[config.mk]
export PLATFORM = sky130hd
export DESIGN_NAME = pipe_skid_reg
export DESIGN_NICKNAME = d
export VERILOG_FILES = /design/src/rtl/pipe_skid_reg.sv
export SDC_FILE = /design/constraint.sdc
export NUM_CORES = 1
export LEC_CHECK = 0
export ABC_AREA = 1
export BUFFER_PORTS_ARGS = -buffer_cell sky130_fd_sc_hd__buf_2
export CORE_UTILIZATION = 40
export DETAILED_ROUTE_END_ITERATION = 7
export PLACE_DENSITY_LB_ADDON = 0.2
export SLEW_MARGIN = 15
export SYNTH_ARGS = -nofsm -noshare
export SYNTH_HDL_FRONTEND = slang
export SYNTH_SLANG_ARGS = --single-unit
export TNS_END_PERCENT = 1
[constraint.sdc]
create_clock -name clk -period 3.4 [get_ports clk]
set_clock_uncertainty 0.2 [all_clocks]
set_input_delay 0.68 -clock clk [delete_from_list [all_inputs] [get_ports clk]]
set_output_delay 0.68 -clock clk [all_outputs]
set_load 0.01 [all_outputs]
[src/rtl/pipe_skid_reg.sv]
// Valid/ready pipeline stage with a registered in_ready and a main+skid buffer.
// Also provides a synchronous flush and a saturating stall counter.
module pipe_skid_reg #(
  parameter int WIDTH = 32,
  parameter int CNT_W = 16
) (
  input  logic             clk,
  input  logic             reset,
  input  logic             flush,
  input  logic             in_valid,
  output logic             in_ready,
  input  logic [WIDTH-1:0] in_data,
  output logic             out_valid,
  input  logic             out_ready,
  output logic [WIDTH-1:0] out_data,
  input  logic             clr_stats,
  output logic [CNT_W-1:0] stall_count
);

  typedef enum logic [1:0] {
    EMPTY = 2'd0,
    ONE   = 2'd1,
    FULL  = 2'd2
  } state_t;

  state_t           state_q, state_d;
  logic [WIDTH-1:0] main_q, main_d;
  logic [WIDTH-1:0] skid_q, skid_d;
  logic [CNT_W-1:0] stall_q, stall_d;
  logic             acc, drn;

  // in_ready comes straight from the state register, so out_ready never reaches it.
  assign in_ready    = (state_q != FULL);
  assign out_valid   = (state_q != EMPTY);
  assign out_data    = main_q;
  assign stall_count = stall_q;

  assign acc = in_valid & in_ready;
  assign drn = out_valid & out_ready;

  always_comb begin
    // NOTE: every signal gets a default first so no path leaves it unassigned (no latch).
    state_d = state_q;
    main_d  = main_q;
    skid_d  = skid_q;
    if (flush) begin
      state_d = EMPTY;
      main_d  = '0;
      skid_d  = '0;
    end else begin
      case (state_q)
        EMPTY: begin
          if (acc) begin
            main_d  = in_data;
            state_d = ONE;
          end
        end
        ONE: begin
          if (acc && drn) begin
            main_d = in_data;
          end else if (acc) begin
            skid_d  = in_data;
            state_d = FULL;
          end else if (drn) begin
            state_d = EMPTY;
          end
        end
        FULL: begin
          if (drn) begin
            main_d  = skid_q;
            state_d = ONE;
          end
        end
        default: state_d = EMPTY;
      endcase
    end
  end

  always_comb begin
    stall_d = stall_q;
    if (clr_stats) begin
      stall_d = '0;
    end else if (out_valid && !out_ready && (stall_q != {CNT_W{1'b1}})) begin
      stall_d = stall_q + {{(CNT_W-1){1'b0}}, 1'b1};
    end
  end

  // NOTE: the payload registers are reset too, so out_data reads 0 straight after reset.
  always_ff @(posedge clk or posedge reset) begin
    if (reset) begin
      state_q <= EMPTY;
      main_q  <= '0;
      skid_q  <= '0;
      stall_q <= '0;
    end else begin
      // NOTE: non-blocking assignments so every flop samples pre-edge values.
      state_q <= state_d;
      main_q  <= main_d;
      skid_q  <= skid_d;
      stall_q <= stall_d;
    end
  end

endmodule

==> results.tsv <==
stage	metric	value	unit
synth	syn_nets	545	
synth	Synth Flop Type	dfrtp_1	
finish	Filler cells	994	
place	DP Wirelength	6280	µm
sta	Final setup viols	0	
cts	htree depth	3	
cts	CTS tree	built	
drt	via/cell ratio	4.82	
sta	TNS Setup	0	ps
cts	cts bufs inserted	9	
worst_setup_path	Worst Path Arrival	1820	ps
synth	Netlist cell types	23	
cts	CTS max path bufs	2	
worst_setup_path	CP max-delay cell	buf_4	
place	Cell Area, Placed	4560	µm²
cts	Reg clk slew, reported paths	90	ps
floorplanning	die height	102	µm
worst_setup_path	max incr delay on CP	440	ps
job	MaxCap Viol Count	0	
synth	Seq cells post-synth	82	
cts	cts repair resizes	0	
synth	sequential fraction of the synthesis area	51.4	%
place	Placement Setup Slack	919	ps
sta	final critical-path required period	2700	ps
global_routing	vias in the first global route	3180	
floorplanning	Die W	102	µm
floorplanning	# IOs	88	
global_routing	Tot GR Track Use	18.8	%
worst_setup_path	WP data required	2520	ps
synth	post-synthesis average cell area	7.88	µm²
global_routing	Overflow after GRT	0	
status	status	complete, no violations	
cts	CTS Sinks	82	
synth	Post-synth EDFFs	0	
worst_setup_path	Buffers & Inverters on Critical Path	3	
sta	fin. max-slew vios	0	
sta	Hold Vio Cnt, Final	0	
synth	Synth Warn #	0	
drt	DR iter-0 viols	145	
drt	DRT Pass-1 Iters	5	
sta	fin worst setup slack	703	ps
floorplanning	Starting Density	41.0	%
pwr	Pwr per Cell Area	500	nW/µm²
global_routing	first-pass GRT wire length	15100	µm
place	GPL Wtd Cong	0.772	
finish	final instance area	4800	µm²
global_routing	largest net degree at the start of global routing	51	
worst_setup_path	crit-path leading delay family	buffers and inverters	
worst_setup_path	crit-path cells	inv_2 -> nand2_2 -> buf_4 -> buf_2	
cts	Root Buffer	clkbuf_8	
worst_setup_path	worst-path maximum fanout	39	
cts	Post-CTS Setup Inserts	0	
sta	period utilisation layout	79.3	%
cts	clk_lat worst skew	350	ps
finish	Final nets	626	
floorplanning	num rows	36	
synth	Synth async-reset ratio	100	%
worst_setup_path	kind of critical path	reg -> out	
drt	antenna viol nets, final	0	
sta	Max transition margin	54.9	%
sta	Fin Hold WS	185	ps
finish	area of the multi-input gates	1610	µm²
finish	ratio of cells with drive above 1 in the final layout	20.3	%
pwr	Static Leak	0.00254	µW
pwr	Peak VDD IR	0.000250	V
place	Port Buffer Count	87	
finish	# diodes	0	
sta	RSZ-0062 raised after global routing	false	
floorplanning	Core ar.	9730	µm²
global_routing	initial antenna violation count	0	
finish	final core occ	49.3	%
synth	Gate Count Post-Synth	506	
drt	DRC violations left	0	
worst_setup_path	startpoint types	flip-flop	
finish	Area Overhead vs Synth	20.2	%
drt	drt wl/cell	12.5	µm
sta	Worst-Margin Slew	675	ps
finish	FF+latch area	2050	µm²
floorplanning	Die ar.	10400	µm²
drt	WL final	9090	µm
drt	Vias	3498	
cts	cts hold-fix bufs	0	
worst_setup_path	crit end category	output pin	
sta	maximum clock frequency	371	MHz
worst_hold_path	Hold Path Class	in -> async	
synth	Post-Syn Area	3990	µm²
-- per-stage QoR --
| step | power, µW | instances |
|---|---|---|
| 4_1_cts | 2430 | 725 |
| 2_1_floorplan | 1410 | 506 |
| 3_5_place_dp | 1590 | 709 |
| 6_report | 2400 | 725 |
| 3_3_place_gp | 1580 | 709 |
| 5_1_grt | 2530 | 725 |
-- registers in the layout, indices dropped and copies added (netlist names) --
signal and cells:
state_q 2, stall_count 16, skid_q 32, out_data 32
-- final timing paths --
kind | slack, ps | cells after the start | startpoint | endpoint
max | 700 | 4 | state_q[0] | in_ready
min | 180 | 2 | reset | stall_count[14]
max reg2reg | 1050 | 8 | state_q[0] | out_data[14]
min reg2reg | 290 | 2 | skid_q[0] | skid_q[0]
max in group asynchronous | 2120 | 3 | reset | out_data[26]
min in group clk | 290 | 2 | skid_q[0] | skid_q[0]
-- power by group --
part	leakage (µW)	internal [µW]	switching [µW]
clock network	0.000114	488	350
logic	0.00132	155	272
registers	0.00110	1070	58.2
-- per-layer routing --
layer	wire length, µm	GRT usage, %	up-vias
li1	-	-	1800
met1	4200	25.5	1618
met5	0	0	-
met4	119	7.69	0
met3	390	3.35	10
met2	4390	29.9	70
-- placed cells by master, fill, tap and decap left out, drive strengths merged --
master,n
bufinv,3
clkinv,2
nor3,1
nand3,17
o211ai,32
clkbuf,11
ha,1
a21boi,1
dfrtp,82
o21bai,3
inv,57
nand4,7
clkinvlp,1
buf,94
nor2,31
a21oi,1
nand2,177
o21ai,69
xor2,2
-- synthesized netlist by cell type (4+ instances only) --
library cell,instances,area (µm²)
nand2_1,175,657
dfrtp_1,82,2050
inv_1,54,203
o21ai_1,38,190
o211ai_1,32,240
o21ai_0,31,155
nor2_1,27,101
nand3_1,17,85.1
clkbuf_1,11,41.3
buf_2,10,50.1
nand4_1,7,43.8
inv_2,4,15.0
-- cells by family (layout without fill, tap and decap cells) --
family | count (synthesis) | after routing | share of synthesized area, %
and+or+nand+nor | 233 | 233 | 24.0
AOI/OAI and AO/OA | 106 | 106 | 15.6
DFF | 82 | 82 | 51.4
buffers and inverters | 82 | 168 | 8.22
xor gates and xnor gates | 2 | 2 | 0.439
adders and majority gates | 1 | 1 | 0.314
-- area by class of cell --
cell class,instances,share of cell area [%]
timing repair buffer,94,10.7
clock buffer,11,2.74
inverter,58,4.57
multi-input combinational,342,33.6
tap,133,3.47
clock inverter,5,2.14
sequential,82,42.8
(Power assumes the default switching activity.)
